`src/rtl/vga_timing_gen_if.sv`:
```
// Raster timing bundle between the VGA timing generator and its consumers.
// Contract: no valid/ready here; every field is registered and changes only
// on clk, so all fields of one cycle describe the same (hcount, vcount) point,
// and line_start/frame_start are single-clk strobes qualified by nothing else.
interface vga_timing_gen_if;
  logic       en;
  logic       restart;
  logic [9:0] hcount;
  logic [9:0] vcount;
  logic       hsync;
  logic       vsync;
  logic       active;
  logic       line_start;
  logic       frame_start;

  modport master (
    input  en,
    input  restart,
    output hcount,
    output vcount,
    output hsync,
    output vsync,
    output active,
    output line_start,
    output frame_start
  );

  modport slave (
    output en,
    output restart,
    input  hcount,
    input  vcount,
    input  hsync,
    input  vsync,
    input  active,
    input  line_start,
    input  frame_start
  );
endinterface

```
`src/rtl/vga_timing_gen.sv`:
```
// VGA raster timing generator: pixel-rate divider, h/v counters, and
// registered sync/active/strobe outputs aligned with the counts they describe.
module vga_timing_gen #(
  parameter int   CLK_DIV  = 2,
  parameter int   H_SYNC   = 96,
  parameter int   H_BP     = 48,
  parameter int   H_ACTIVE = 640,
  parameter int   H_FP     = 16,
  parameter int   V_SYNC   = 2,
  parameter int   V_BP     = 33,
  parameter int   V_ACTIVE = 480,
  parameter int   V_FP     = 10,
  parameter logic SYNC_POL = 1'b0
) (
  input  logic             clk,
  input  logic             rst_n,
  vga_timing_gen_if.master vga
);

  localparam int H_TOTAL = H_SYNC + H_BP + H_ACTIVE + H_FP;
  localparam int V_TOTAL = V_SYNC + V_BP + V_ACTIVE + V_FP;

  localparam logic [9:0] H_LAST     = 10'(H_TOTAL - 1);
  localparam logic [9:0] H_SYNC_END = 10'(H_SYNC);
  localparam logic [9:0] H_ACT_BEG  = 10'(H_SYNC + H_BP);
  localparam logic [9:0] H_ACT_END  = 10'(H_SYNC + H_BP + H_ACTIVE);

  localparam logic [9:0] V_LAST     = 10'(V_TOTAL - 1);
  localparam logic [9:0] V_SYNC_END = 10'(V_SYNC);
  localparam logic [9:0] V_ACT_BEG  = 10'(V_SYNC + V_BP);
  localparam logic [9:0] V_ACT_END  = 10'(V_SYNC + V_BP + V_ACTIVE);

  localparam logic [2:0] DIV_LAST   = 3'(CLK_DIV - 1);

  logic [2:0] div_q, div_d;
  logic [9:0] h_q, h_d;
  logic [9:0] v_q, v_d;
  logic       hs_q, hs_d;
  logic       vs_q, vs_d;
  logic       act_q, act_d;
  logic       ls_q, ls_d;
  logic       fs_q, fs_d;
  logic       restart_q;

  logic tick;
  logic h_wrap;
  logic v_wrap;
  logic restart_edge;

  assign tick         = vga.en && (div_q == DIV_LAST);
  assign h_wrap       = tick && (h_q == H_LAST);
  assign v_wrap       = h_wrap && (v_q == V_LAST);
  // A held restart keeps the counts parked but strobes only once.
  assign restart_edge = vga.restart && !restart_q;

  always_comb begin
    div_d = div_q;
    h_d   = h_q;
    v_d   = v_q;
    if (vga.restart) begin
      div_d = 3'd0;
      h_d   = 10'd0;
      v_d   = 10'd0;
    end else if (vga.en) begin
      div_d = tick ? 3'd0 : div_q + 3'd1;
      if (tick) begin
        h_d = h_wrap ? 10'd0 : h_q + 10'd1;
        if (h_wrap) begin
          v_d = v_wrap ? 10'd0 : v_q + 10'd1;
        end
      end
    end
  end

  // Decode from the next counts so the registered flags land with them.
  always_comb begin
    hs_d  = (h_d < H_SYNC_END) ? SYNC_POL : ~SYNC_POL;
    vs_d  = (v_d < V_SYNC_END) ? SYNC_POL : ~SYNC_POL;
    act_d = (h_d >= H_ACT_BEG) && (h_d < H_ACT_END) &&
            (v_d >= V_ACT_BEG) && (v_d < V_ACT_END);
    ls_d  = vga.restart ? restart_edge : h_wrap;
    fs_d  = vga.restart ? restart_edge : v_wrap;
  end

  always_ff @(posedge clk or negedge rst_n) begin
    if (!rst_n) begin
      div_q     <= 3'd0;
      h_q       <= 10'd0;
      v_q       <= 10'd0;
      hs_q      <= SYNC_POL;
      vs_q      <= SYNC_POL;
      act_q     <= 1'b0;
      ls_q      <= 1'b0;
      fs_q      <= 1'b0;
      restart_q <= 1'b0;
    end else begin
      div_q     <= div_d;
      h_q       <= h_d;
      v_q       <= v_d;
      hs_q      <= hs_d;
      vs_q      <= vs_d;
      act_q     <= act_d;
      ls_q      <= ls_d;
      fs_q      <= fs_d;
      restart_q <= vga.restart;
    end
  end

  assign vga.hcount      = h_q;
  assign vga.vcount      = v_q;
  assign vga.hsync       = hs_q;
  assign vga.vsync       = vs_q;
  assign vga.active      = act_q;
  assign vga.line_start  = ls_q;
  assign vga.frame_start = fs_q;

endmodule

```
`src/flat_wrapper.sv`:
```
// flat-port wrapper written by rule: the top's interface ports become plain ports
module vga_timing_gen_flat 
#(
  parameter int   CLK_DIV  = 2,
  parameter int   H_SYNC   = 96,
  parameter int   H_BP     = 48,
  parameter int   H_ACTIVE = 640,
  parameter int   H_FP     = 16,
  parameter int   V_SYNC   = 2,
  parameter int   V_BP     = 33,
  parameter int   V_ACTIVE = 480,
  parameter int   V_FP     = 10,
  parameter logic SYNC_POL = 1'b0
)
  (clk, rst_n, vga_en, vga_restart, vga_hcount, vga_vcount, vga_hsync, vga_vsync, vga_active, vga_line_start, vga_frame_start);
  vga_timing_gen_if vga_i ();
  input  logic clk;
  input  logic rst_n;
  input wire logic [$bits(vga_i.en)-1:0] vga_en;
  input wire logic [$bits(vga_i.restart)-1:0] vga_restart;
  output wire logic [$bits(vga_i.hcount)-1:0] vga_hcount;
  output wire logic [$bits(vga_i.vcount)-1:0] vga_vcount;
  output wire logic [$bits(vga_i.hsync)-1:0] vga_hsync;
  output wire logic [$bits(vga_i.vsync)-1:0] vga_vsync;
  output wire logic [$bits(vga_i.active)-1:0] vga_active;
  output wire logic [$bits(vga_i.line_start)-1:0] vga_line_start;
  output wire logic [$bits(vga_i.frame_start)-1:0] vga_frame_start;
  assign vga_i.en = vga_en;
  assign vga_i.restart = vga_restart;
  assign vga_hcount = vga_i.hcount;
  assign vga_vcount = vga_i.vcount;
  assign vga_hsync = vga_i.hsync;
  assign vga_vsync = vga_i.vsync;
  assign vga_active = vga_i.active;
  assign vga_line_start = vga_i.line_start;
  assign vga_frame_start = vga_i.frame_start;
  vga_timing_gen #(.CLK_DIV(CLK_DIV), .H_SYNC(H_SYNC), .H_BP(H_BP), .H_ACTIVE(H_ACTIVE), .H_FP(H_FP), .V_SYNC(V_SYNC), .V_BP(V_BP), .V_ACTIVE(V_ACTIVE), .V_FP(V_FP), .SYNC_POL(SYNC_POL)) u_core (.clk(clk), .rst_n(rst_n), .vga(vga_i));
endmodule
```
`config.mk`:
```
export PLATFORM = sky130hd
export DESIGN_NAME = vga_timing_gen_flat
export DESIGN_NICKNAME = d
export VERILOG_FILES = /design/src/rtl/vga_timing_gen_if.sv /design/src/rtl/vga_timing_gen.sv /design/src/flat_wrapper.sv
export SDC_FILE = /design/constraint.sdc
export NUM_CORES = 1
export LEC_CHECK = 0
export ABC_AREA = 1
export BUFFER_PORTS_ARGS = -buffer_cell sky130_fd_sc_hd__buf_2
export CORE_UTILIZATION = 57
export CTS_CLUSTER_SIZE = 28
export DETAILED_ROUTE_END_ITERATION = 7
export GPL_TIMING_DRIVEN = 1
export PLACE_DENSITY = 0.92
export SLEW_MARGIN = 25
export SYNTH_ARGS = -nofsm -noshare
export SYNTH_HDL_FRONTEND = slang
export SYNTH_SLANG_ARGS = --single-unit
```
`constraint.sdc`:
```
create_clock -name clk -period 2.27 [get_ports clk]
set_input_delay 0 -clock clk [delete_from_list [all_inputs] [get_ports clk]]
set_output_delay 0 -clock clk [all_outputs]
set_load 0.02 [all_outputs]
```
==> flow_summary.ini, run 1 <==
[sta]
max-slew-margin-rel = 0.576
setup_tns_ns = 0
slew_viol_final = 0
fin_worst_hold_slack_ns = 0.222
fin_crit_ns = 2.01
layout_worst_path_cycle_share = 0.884
unrepaired_setup_endpoints_after_global_routing = no
final-hold-violation-count = 0
finalSetupViolations = 0
slew_of_the_pin_with_the_lowest_slew_margin_ns = 0.637
clock_skew_ns = 0.0110
fmax_mhz = 498

[finish]
final_nets = 296
multi_input_comb_area_um2 = 990
antenna_cells = 0
register_area_um2 = 726
area.growth.synth_to_final_pct = 13.1
proportion_of_layout_cells_with_a_drive_suffix_above_1 = 0.220
layoutNonFillerInstCount = 330
num-fill-cells = 272

[drt]
wl_per_cell_um = 12.0
number_of_vias_after_detailed_routing = 1783
detailed_routing_iterations_pass_1 = 4
detail_route.wirelength_um = 3980
drt.antenna.violating_nets = 0
post-route-drc-count = 0
routed_via_density = 5.40
drt_iter0_markers = 109

[worst_setup_path]
crit_type = flop to flop
timing.reg2reg.setup_slack_ns = 0.26
crit_path_cell_trace = inv_1, ha_1, nand3_4, nor2_4, o21ai_0, nor2_1, nor2_1, a21boi_1, nor2_2
path_max_fanout = 13
cpMaxStageDelayCell = dfrtp_1
setup.worst_path.end_class = flop
crit_arrival_ns = 2.24
max_stage_delay_ns = 0.38
worst-endpoint-required_ns = 2.50
critPathLaunchType = flop
timing.critical_path.mode_cell = nor2_1

[grt]
globalRoute.totalOverflow = 0
wire_length_of_the_first_global_routing_pass_um = 6980
grt_pass1_vias = 1672
pin_count_of_the_biggest_net_entering_global_routing = 30
grt_usage = 0.268
initial_antenna_violation_count = 0

[placement]
buffers_added_on_ports = 28
hpwlAfterDp_um = 2990
place.detailed.instances = 321
place.gp.congestion = 0.917

[floorplanning]
coreArea_um2 = 3130
fp.dieArea_um2 = 3590
initial_utilization = 0.611
die-height_um = 59.9
placement_rows = 20
floorplan.die.width_um = 59.9
design.portCount = 29

[logic_synthesis]
post_synth_instance_area_um2 = 1910
synth_seq_cells = 29
synthesis.area_per_instance_um2 = 7.59
ys.warnings.count = 0
synthDistinctLibCells = 37
ys_seq_area_frac = 0.380
syn-num-nets = 261
syn-instance-count = 252

[clock_tree]
clock_sinks = 29
ctsLongestPathBuffers = 2
clkSlewWorstSetupHoldPaths_ns = 0.09
cts-htree-levels = 2
cts_setup_buffers = 0
cts_buffers = 5
clk_latency_ns = 0.33
cts-root-buf = clkbuf_4
tritoncts = built

[pwr]
power.density_nw_per_um2 = 403
fin_total_pwr_uw = 871
leakage_nw = 1.17
vdd.ir_drop.worst_mv = 0.373

[status]
run_status = completed

[flow_run]
maxCapViolCount = 0

[hold_path]
hp-class = primary input to async pin
[critical path: cells and delay by family, from the launching register on]
kind	cells	cell delay, ns
compound gates	2	0.34
buf+inv	1	0.09
simple gates	5	0.84
fa+ha+maj	1	0.24
flops	1	0.38
[where the power goes]
group	switching (mW)	leakage (nW)	internal, mW
combinational	0.0487	0.740	0.0194
clock	0.167	0.0269	0.107
sequential	0.00512	0.400	0.523
total	0.221	1.17	0.650
[repair_timing]
action | 4_1_cts | 5_1_grt
hold endpoints to repair | 35 | 0
hold buffers | 3 | 0
setup endpoints to repair | 0 | 1
gates resized for setup | 0 | 1
[state kept, by name, indices dropped and copies added (netlist names)]
signal                  count
u_core.restart_q            1
u_core.vga.frame_start      1
u_core.vga.hcount          10
u_core.vga.hsync            1
u_core.vga.vsync            1
u_core.vga.vcount          10
u_core.div_q                3
u_core.vga.active           1
u_core.vga.line_start       1
[synthesized netlist by cell type (all sizes together)]
cell type / number / area share
clkbuf: 1 / 0.0020
clkinv: 1 / 0.0026
nand4: 9 / 0.052
a311oi: 1 / 0.0046
a21boi: 1 / 0.0039
nor3: 2 / 0.0052
o21bai: 1 / 0.0039
nand3: 26 / 0.093
o21a: 1 / 0.0039
ha: 5 / 0.033
a21oi: 5 / 0.015
nand2: 62 / 0.12
a211oi: 1 / 0.0039
xor2: 6 / 0.027
dfrtp: 29 / 0.38
nand3b: 1 / 0.0039
o21ai: 15 / 0.041
inv: 43 / 0.087
buf: 3 / 0.012
xnor2: 1 / 0.0046
o22ai: 1 / 0.0033
nor2: 36 / 0.090
o2111ai: 1 / 0.0046
[through the flow]
stage	cell area, um2	setup slack (ns)	util
after floorplan	1910	0.373	-
after global placement	2090	0.308	0.667
after detailed placement	2090	0.193	0.667
after CTS	2160	0.177	0.690
after global routing	2160	0.0317	0.691
final	2160	0.264	0.691
[per-layer routing]
layer / wire length [um] / global-route usage / part of all wire
met5: 0 / 0 / 0
met4: 111 / 0.123 / 0.028
met1: 1750 / 0.312 / 0.44
met2: 1900 / 0.454 / 0.48
met3: 216 / 0.0758 / 0.054
[area by class of cell]
cell class / count / share of cell area
timing repair buffer: 32 / 0.0822
multi-input combinational: 175 / 0.458
clock inverter: 1 / 0.00231
sequential: 29 / 0.336
inverter: 44 / 0.0793
tap: 44 / 0.0255
clock buffer: 5 / 0.0174
[worst paths after layout]
| check | start | to | depth (start not counted) |
|---|---|---|---|
| hold reg to reg | u_core.restart_q$_DFF_PN0_ | u_core.vga.line_start$_DFF_PN0_ | 1 |
| hold / removal | rst_n | u_core.restart_q$_DFF_PN0_ | 2 |
| max in group asynchronous | rst_n | u_core.vga.hcount[6]$_DFF_PN0_ | 2 |
| setup reg to reg | u_core.div_q[1]$_DFFE_PN0P_ | u_core.vga.active$_DFF_PN0_ | 9 |
| min in group clk | vga_restart | u_core.restart_q$_DFF_PN0_ | 2 |
| setup / recovery | u_core.div_q[1]$_DFFE_PN0P_ | u_core.vga.active$_DFF_PN0_ | 9 |
[logic make-up (layout without fill, tap and decap cells)]
| logic type | after synthesis | after routing | share of synthesized area |
|---|---|---|---|
| adders and majority gates | 5 | 5 | 0.0327 |
| AOI/OAI and AO/OA | 27 | 27 | 0.0844 |
| buffers and inverters | 48 | 82 | 0.104 |
| DFF | 29 | 29 | 0.380 |
| and+or+nand+nor | 136 | 136 | 0.367 |
| xor gates and xnor gates | 7 | 7 | 0.0321 |
[placed cells by master, fill, tap and decap left out, types with 3 or more instances in the layout]
cell type	n
o21ai_1	5
nand2_1	61
dfrtp_1	29
nand3_2	7
nor2_1	28
clkbuf_4	5
nand3_1	18
inv_2	3
xor2_1	6
nor2_4	4
dlygate4sd3_1	3
inv_1	39
buf_2	28
a21oi_1	4
nand4_1	5
o21ai_0	9
nor2_2	4
ha_1	5
Power figures use the tool's default switching activity.
==> run 2, diff against run 1 <==
==> constraint.sdc (replaced) <==
create_clock -name clk -period 2.3 [get_ports clk]
set_input_delay 0 -clock clk [delete_from_list [all_inputs] [get_ports clk]]
set_output_delay 0 -clock clk [all_outputs]
set_load 0.1 [all_outputs]
==> run 2 against run 1 <==
Non-clock buffer count did not move. Critical endpoint unchanged. Total power rose by 6.4%. Maximum frequency fell by 2.0%. Register-to-register slack barely moved. Setup slack got worse by 0.011 ns. Highest routed layer unchanged. Sequential power fell by 1%. Flip-flop and latch count did not move. First-iteration DRC count fell by 0.92%. Critical path depth rose by 4.
==> flow_summary.ini, run 2 (same netlist as run 1, synthesis figures left out) <==
[finish]
final_core_utilization = 0.698
num-fill-cells = 261
final_nets = 296
area.growth.synth_to_final_pct = 14.3
proportion_of_layout_cells_with_a_drive_suffix_above_1 = 0.236
layoutNonFillerInstCount = 332
most_common_cell_after_layout_fill_and_taps_aside = nand2_1
most_frequent_cells_in_the_layout = nand2_1, inv_1, nor2_1, buf_2, dfrtp_1
antenna_cells = 0

[pwr]
clkPwrFrac = 0.347
netSwitchingFraction = 0.260
power.density_nw_per_um2 = 424
power.share.combinational = 0.090
pwr-share-seq = 0.563
power.internal_uw = 686
leakage_nw = 1.16
vdd.ir_drop.worst_mv = 0.328
fin_total_pwr_uw = 927
p_switching_uw = 241

[drt]
drt.antenna.violating_nets = 0
drt_iter0_markers = 108
number_of_vias_after_detailed_routing = 1721
detail_route.wirelength_um = 4090
post-route-drc-count = 0
routed_via_density = 5.18
detailed_routing_iterations_pass_1 = 4
wl_per_cell_um = 12.3

[clock_tree]
cts-root-buf = clkbuf_4
cts-htree-levels = 2
clk_latency_ns = 0.33
ctsLongestPathBuffers = 2
tritoncts = built
clkSlewWorstSetupHoldPaths_ns = 0.09
cts_buffers = 5
clock_sinks = 29
cts_setup_buffers = 0

[worst_setup_path]
timing.reg2reg.setup_slack_ns = 0.25
worst-endpoint-required_ns = 2.52
r2r-start = u_core.vga.vcount[0]$_DFF_PN0_
r2r.worst_path.cells = 13
critPathLaunchType = flop
crit_arrival_ns = 2.27
timing.rr.end = u_core.vga.active$_DFF_PN0_
crit_type = flop to flop
path_max_fanout = 7
setup.worst_path.end_class = flop

[floorplanning]
floorplan.die.width_um = 59.9
initial_utilization = 0.611
coreArea_um2 = 3130
fp.dieArea_um2 = 3590
placement_rows = 20
design.portCount = 29
die-height_um = 59.9

[grt]
globalRoute.totalOverflow = 0
grt_pass1_vias = 1683
grt_usage = 0.264
initial_antenna_violation_count = 0
wire_length_of_the_first_global_routing_pass_um = 6950
pin_count_of_the_biggest_net_entering_global_routing = 30

[flow_run]
maxCapViolCount = 0

[sta]
finalSetupViolations = 0
setup_tns_ns = 0
fmax_mhz = 488
slew_viol_final = 0
fin_crit_ns = 2.05
clock_skew_ns = 0.0105
fin_worst_hold_slack_ns = 0.216
max-slew-margin-rel = 0.576
final-hold-violation-count = 0
layout_worst_path_cycle_share = 0.890
unrepaired_setup_endpoints_after_global_routing = no
slew_of_the_pin_with_the_lowest_slew_margin_ns = 0.636

[hold_path]
hp-class = primary input to async pin

[placement]
buffers_added_on_ports = 28
place.detailed.instances = 321
hpwlAfterDp_um = 3070
place.gp.congestion = 0.911

[status]
run_status = completed
[run 2: area by class of cell]
type / instances / area, um2 / area share
timing repair buffer: 32 / 178 / 0.0813
multi-input combinational: 175 / 990 / 0.453
tap: 44 / 55.1 / 0.0252
sequential: 29 / 732 / 0.335
inverter: 44 / 171 / 0.0785
clock buffer: 8 / 58.8 / 0.0269
[run 2: timing repair]
| action | CTS | global route |
|---|---|---|
| hold buffers | 3 | 0 |
| endpoints found under the hold margin | 33 | 0 |
| endpoints found under the setup margin | 0 | 1 |
| resized for setup | 0 | 1 |
[run 2: how the worst max path moves through the flow]
stage	startpoint	endpoint	slack, ns
finish	u_core.vga.vcount[0]$_DFF_PN0_	u_core.vga.active$_DFF_PN0_	0.25
global route	u_core.vga.vcount[0]$_DFF_PN0_	u_core.vga.active$_DFF_PN0_	0.06
global placement	u_core.vga.vcount[0]$_DFF_PN0_	u_core.vga.active$_DFF_PN0_	0.36
detailed placement	u_core.vga.vcount[0]$_DFF_PN0_	u_core.vga.active$_DFF_PN0_	0.21
floorplan	u_core.vga.vcount[2]$_DFF_PN0_	u_core.vga.active$_DFF_PN0_	0.01
CTS	u_core.vga.vcount[0]$_DFF_PN0_	u_core.vga.active$_DFF_PN0_	0.18
[run 2: critical path, cell delays in order, from the launching register on]
cell,delay [ns]
dfrtp_2,0.46
inv_1,0.14
ha_1,0.17
nand2_1,0.05
nor2_1,0.12
inv_1,0.06
nor2_2,0.24
o21ai_0,0.15
nand3_1,0.13
nand3_2,0.12
o21bai_1,0.14
nand2_1,0.06
nand2_1,0.07
nor2_2,0.03
[run 2: metal layers]
layer	wire [um]	vias to the layer above	GRT usage	share of wire
met5	0	-	0	0
met4	94	0	0.123	0.023
met3	179	15	0.0563	0.044
met2	2010	50	0.452	0.49
met1	1810	784	0.314	0.44
li1	-	872	-	-
[run 2: power groups by stage]
stage          combinational [mW]  clock, mW  sequential, mW
2_1_floorplan              0.0336          0           0.554
3_3_place_gp               0.0785          0           0.531
3_5_place_dp               0.0801          0           0.532
6_report                   0.0834      0.322           0.521
5_1_grt                    0.0918      0.351           0.522
4_1_cts                    0.0841      0.328           0.521
[run 2: stage by stage]
step	area, um2	worst slack, ns
floorplan	1920	0.0141
global route	2180	0.0590
global placement	2090	0.359
CTS	2180	0.178
detailed placement	2090	0.206
finish	2180	0.252
